===== src/rtl/mul_controller.sv =====
// mul_controller: Moore FSM sequencing a shift-free add-accumulate multiplier datapath.
module mul_controller #(
  parameter int W = 2
) (
  input  logic         clk,
  input  logic         rst_n,
  input  logic         start,
  input  logic [W-1:0] b_op,
  input  logic         abort,
  input  logic         eqz,
  output logic         loadA,
  output logic         loadB,
  output logic         decB,
  output logic         loadF,
  output logic         clear,
  output logic         busy,
  output logic         done,
  output logic         err
);
  typedef enum logic [1:0] {IDLE, LOAD, ACCUM, DONE} state_t;
  state_t state, nxt;
  logic [W-1:0] cnt;
  always_comb begin
    nxt = state;
    case (state)
      IDLE:    nxt = start ? LOAD : IDLE;
      LOAD:    nxt = abort ? IDLE : (cnt == '0 ? DONE : ACCUM);
      ACCUM:   nxt = abort ? IDLE : (cnt == W'(1) ? DONE : ACCUM);
      default: nxt = IDLE;
    endcase
  end
  // eqz must track the datapath B register, which lags cnt by one (it holds cnt-1)
  always_ff @(posedge clk or negedge rst_n) begin
    if (!rst_n) begin
      state <= IDLE;
      cnt   <= '0;
      err   <= 1'b0;
    end else begin
      state <= nxt;
      if (state == IDLE && start) begin
        cnt <= b_op;
        err <= 1'b0;
      end else if (state == ACCUM) begin
        if (cnt != '0) cnt <= cnt - 1'b1;
        if (eqz ? cnt > W'(1) : cnt == W'(1)) err <= 1'b1;
      end
    end
  end
  assign loadA = state == LOAD;
  assign loadB = state == LOAD;
  assign clear = state == LOAD;
  assign decB  = state == ACCUM;
  assign done  = state == DONE;
  assign loadF = state == DONE;
  assign busy  = state != IDLE;
endmodule


===== config.mk =====
export PLATFORM = sky130hd
export DESIGN_NAME = mul_controller
export DESIGN_NICKNAME = d
export VERILOG_FILES = /design/src/rtl/mul_controller.sv
export SDC_FILE = /design/constraint.sdc
export NUM_CORES = 1
export LEC_CHECK = 0
export CAP_MARGIN = 20
export CORE_AREA = 8 8 45 47
export CTS_CLUSTER_DIAMETER = 40
export CTS_CLUSTER_SIZE = 30
export DETAILED_ROUTE_END_ITERATION = 7
export DIE_AREA = 0 0 53 55
export GPL_ROUTABILITY_DRIVEN = 0
export SLEW_MARGIN = 30
export SYNTH_ARGS = -nofsm -noshare
export SYNTH_HDL_FRONTEND = slang
export SYNTH_SLANG_ARGS = --single-unit
export TNS_END_PERCENT = 100

===== constraint.sdc =====
create_clock -name clk -period 1.99 [get_ports clk]
set_input_delay 0.398 -clock clk [delete_from_list [all_inputs] [get_ports clk]]
set_output_delay 0.398 -clock clk [all_outputs]
set_load 0.05 [all_outputs]

==> metrics list <==
* Area Growth Syn to Fin: 44.6%
- Via count of the first global-routing pass: 319
* Number of buffers created by CTS: 3
* Worst-path cell with the longest stage delay: sky130_fd_sc_hd__clkdlybuf4s50_1
- Count of hold buffers inserted by post-cts repair: 0
- After detailed routing, the number of remaining DRC violations is 0.
* Initial DRC Count: 3
- At the worst endpoint, the arrival time is 1.36 ns.
* Cell count of the worst reg-to-reg path: 5
- The cell family contributing the most delay on the critical path is buffers and inverters.
- Detail Placement HPWL: 721 um
* Overall die area: 2920 um2
- Summed area of non-filler cells in the final layout: 564 um2
- The final layout contains routed wiring with a total length of 857 um.
* Number of vias after detailed routing: 314
- Routed WL per cell: 12.4 um
- The tool flagged a number of max-cap violations equal to 0.
* Fmax: 568 MHz
* Time the final worst path needs with I/O delays and setup: 1.76 ns
- Setup repair after global routing missed its margin: false
* Kind of launch point of the worst setup path: register
- After synthesis the netlist holds a flip-flop and latch count of 5.
* Port-buffer cells: 14
- Of all nets on the critical path, the largest fanout is 2.
* Static Leak: 0.261 nW
* Clock net sink count: 5
- The number of antenna violations at the first check in global routing was 0.
* Number of nets in the layout: 63
- Largest cells by area after synthesis: sky130_fd_sc_hd__dfrtp_1 (32%), sky130_fd_sc_hd__ha_1 (6.4%), sky130_fd_sc_hd__buf_4 (5.8%), sky130_fd_sc_hd__buf_6 (5.8%), sky130_fd_sc_hd__inv_1 (5.8%)
- For this run, the register share of the synthesized area comes to 32.1%.
- For this configuration, the core starts out at a cell density of 28.2%.
- Critical Path End Type: primary output
- Share of the synthesized area in the top cell type: 32.1%
* Data required time at the worst endpoint: 1.59 ns
- The detail route stage leaves a number of antenna-violating nets equal to 0.
* Setup WS post-layout: 0.230 ns
- Before antenna repair, the detailed router went through 2 iterations.
* Final Hold Vio Count: 0
- Overflow left after global routing: 0
- Largest buffer count on any clock path: 2
- Setup bufs post-CTS: 0
- Die Span X: 53 um
* CTS H-tree depth: 1
- Transition time at the pin with the least slew margin: 0.492 ns
- For this run, the number of Yosys warnings is 0.
* Wire length of the first global-routing pass: 1390 um
* Via density: 4.55
- Before CTS, the worst setup slack after placement is 0.464 ns.
* Synthesized netlist net count: 49
- Slew headroom: 67.1%
* Clock tree from TritonCTS: done
- The placed instances occupy a cell area of 538 um2.
- Gates resized during post-CTS repair numbered 0.
- Mean Syn Cell Area: 9.76 um2
- Measured along the y axis, the die boundary spans 55 um.
* Syn Std Cell Area: 390 um2
- The later pin in the worst-skew pair is clocked with a latency of 0.24 ns.
- Share of final-layout standard cells stronger than drive strength 1: 32.1%
- Pin placement for this block handled 15 I/O pins.
- IR analysis of the VDD net gives a maximum drop of 0.595 mV.
* Post-CTS clock slew at the launch and capture registers of the worst setup and hold paths: 0.04 ns
* Hold slack final: 0.387 ns
- Across the routed clock network, the largest skew measured is 0.00277 ns.
- In this run the number of cells on the critical path is 1.
- Hold/Removal Path Class: primary input to async pin
- The worst path uses 88.5% of the clock period.
- The tree is rooted in a sky130_fd_sc_hd__clkbuf_4.
* Number of distinct standard cells referenced by the synthesized netlist: 25
- The run finished with clean final reports.
- After floorplanning, the core was sized to cover 1380 um2.
* Setup Crit Path Kind: register to primary output
- On the worst path, the slowest cell contributes a delay of 0.80 ns.
- Site row count: 14
- For this run, the share of the core covered by cells in the final layout is 40.8%.
- Power Dens Cells: 1670 nW/um2
- Overall routing resource usage: 6.52%
* Cells after Synth: 40
* Cell type with the highest aggregate area in the netlist: sky130_fd_sc_hd__dfrtp_1
* Worst path cell trace: clkdlybuf4s50_1
* Total inserted antenna cells: 0
- Max Slew Vio Count: 0
* Maximum number of pins on one net before global-route repair: 12
- In the final timing run, aggregate negative setup slack is 0 ns.
- Crit path buffers/inverters: 1
* Final-report setup violation count: 0
==> kinds of logic (layout without fill, tap and decap cells) <==
group / after synthesis / count (layout) / share of synthesized area [%]
AOI/OAI and AO/OA: 11 / 11 / 23.7
adders and majority gates: 2 / 2 / 6.41
and+or+nand+nor: 9 / 9 / 17.0
muxes: 1 / 1 / 2.56
buffers and inverters: 12 / 25 / 18.3
DFF: 5 / 5 / 32.1
==> Yosys cell counts <==
cell,instances
sky130_fd_sc_hd__a211oi_1,1
sky130_fd_sc_hd__a21oi_1,1
sky130_fd_sc_hd__a221oi_2,1
sky130_fd_sc_hd__a31oi_1,1
sky130_fd_sc_hd__a32oi_1,1
sky130_fd_sc_hd__and2_1,1
sky130_fd_sc_hd__buf_4,3
sky130_fd_sc_hd__buf_6,2
sky130_fd_sc_hd__dfrtp_1,5
sky130_fd_sc_hd__ha_1,2
sky130_fd_sc_hd__inv_1,6
sky130_fd_sc_hd__inv_2,1
sky130_fd_sc_hd__mux2i_1,1
sky130_fd_sc_hd__nand2_2,1
sky130_fd_sc_hd__nand2b_1,1
sky130_fd_sc_hd__nand2b_4,1
sky130_fd_sc_hd__nand4bb_1,1
sky130_fd_sc_hd__nor2_1,1
sky130_fd_sc_hd__nor2b_1,2
sky130_fd_sc_hd__o21ai_0,2
sky130_fd_sc_hd__o22ai_1,1
sky130_fd_sc_hd__o22ai_2,1
sky130_fd_sc_hd__o31ai_2,1
sky130_fd_sc_hd__o32ai_1,1
sky130_fd_sc_hd__or2_2,1
==> worst paths after layout <==
| check | startpoint | endpoint | slack (ns) |
|---|---|---|---|
| worst min-delay path | rst_n | state[1] | 0.39 |
| min in group clk | err | err | 0.52 |
| max in group asynchronous | rst_n | state[0] | 1.41 |
| worst max register to register | cnt[1] | cnt[0] | 0.70 |
| worst min register to register | err | err | 0.52 |
| worst max-delay path | err | err | 0.23 |
==> state kept, by name, summed over array words and instances (netlist names) <==
| name | count |
|---|---|
| cnt | 2 |
| state | 2 |
| err | 1 |
==> through the flow <==
stage               instances  total power, mW
floorplan                  40            0.646
global placement           65            0.828
detailed placement         65            0.834
CTS                        69            0.955
global route               69             1.01
finish                     69            0.944
==> worst register-to-register path, stage by stage (launching register included) <==
cell	delay, ns
sky130_fd_sc_hd__dfrtp_1	0.42
sky130_fd_sc_hd__inv_1	0.12
sky130_fd_sc_hd__ha_1	0.20
sky130_fd_sc_hd__inv_1	0.09
sky130_fd_sc_hd__a32oi_1	0.21
sky130_fd_sc_hd__o22ai_1	0.11
==> area by class of cell <==
type / instances / area (um2)
Sequential cell: 5 / 125
Multi-Input combinational cell: 23 / 194
Tap cell: 16 / 20.0
Clock buffer: 4 / 26.3
Fill cell: 136 / 820
Timing Repair Buffer: 14 / 173
Inverter: 7 / 26.3
==> power breakdown <==
group          internal [mW]  total [mW]  switching (mW)
logic                  0.268       0.626           0.358
clock network         0.0755       0.113          0.0377
registers              0.142       0.205          0.0633
==> layout by cell type, fill, tap and decap left out, types with 2 or more instances in the layout <==
master,count
sky130_fd_sc_hd__nor2b_1,2
sky130_fd_sc_hd__buf_4,3
sky130_fd_sc_hd__inv_1,6
sky130_fd_sc_hd__clkdlybuf4s50_1,7
sky130_fd_sc_hd__buf_12,4
sky130_fd_sc_hd__o21ai_0,2
sky130_fd_sc_hd__dfrtp_1,5
sky130_fd_sc_hd__ha_1,2
sky130_fd_sc_hd__clkbuf_4,3
==> routing by layer <==
layer  global-route usage [%]  part of all wire [%]
met3                     4.01                   7.9
met5                        0                     0
met2                     9.38                    49
met4                     3.88                     0
met1                     7.21                    43
No activity file was read; power rests on OpenSTA's default activity.
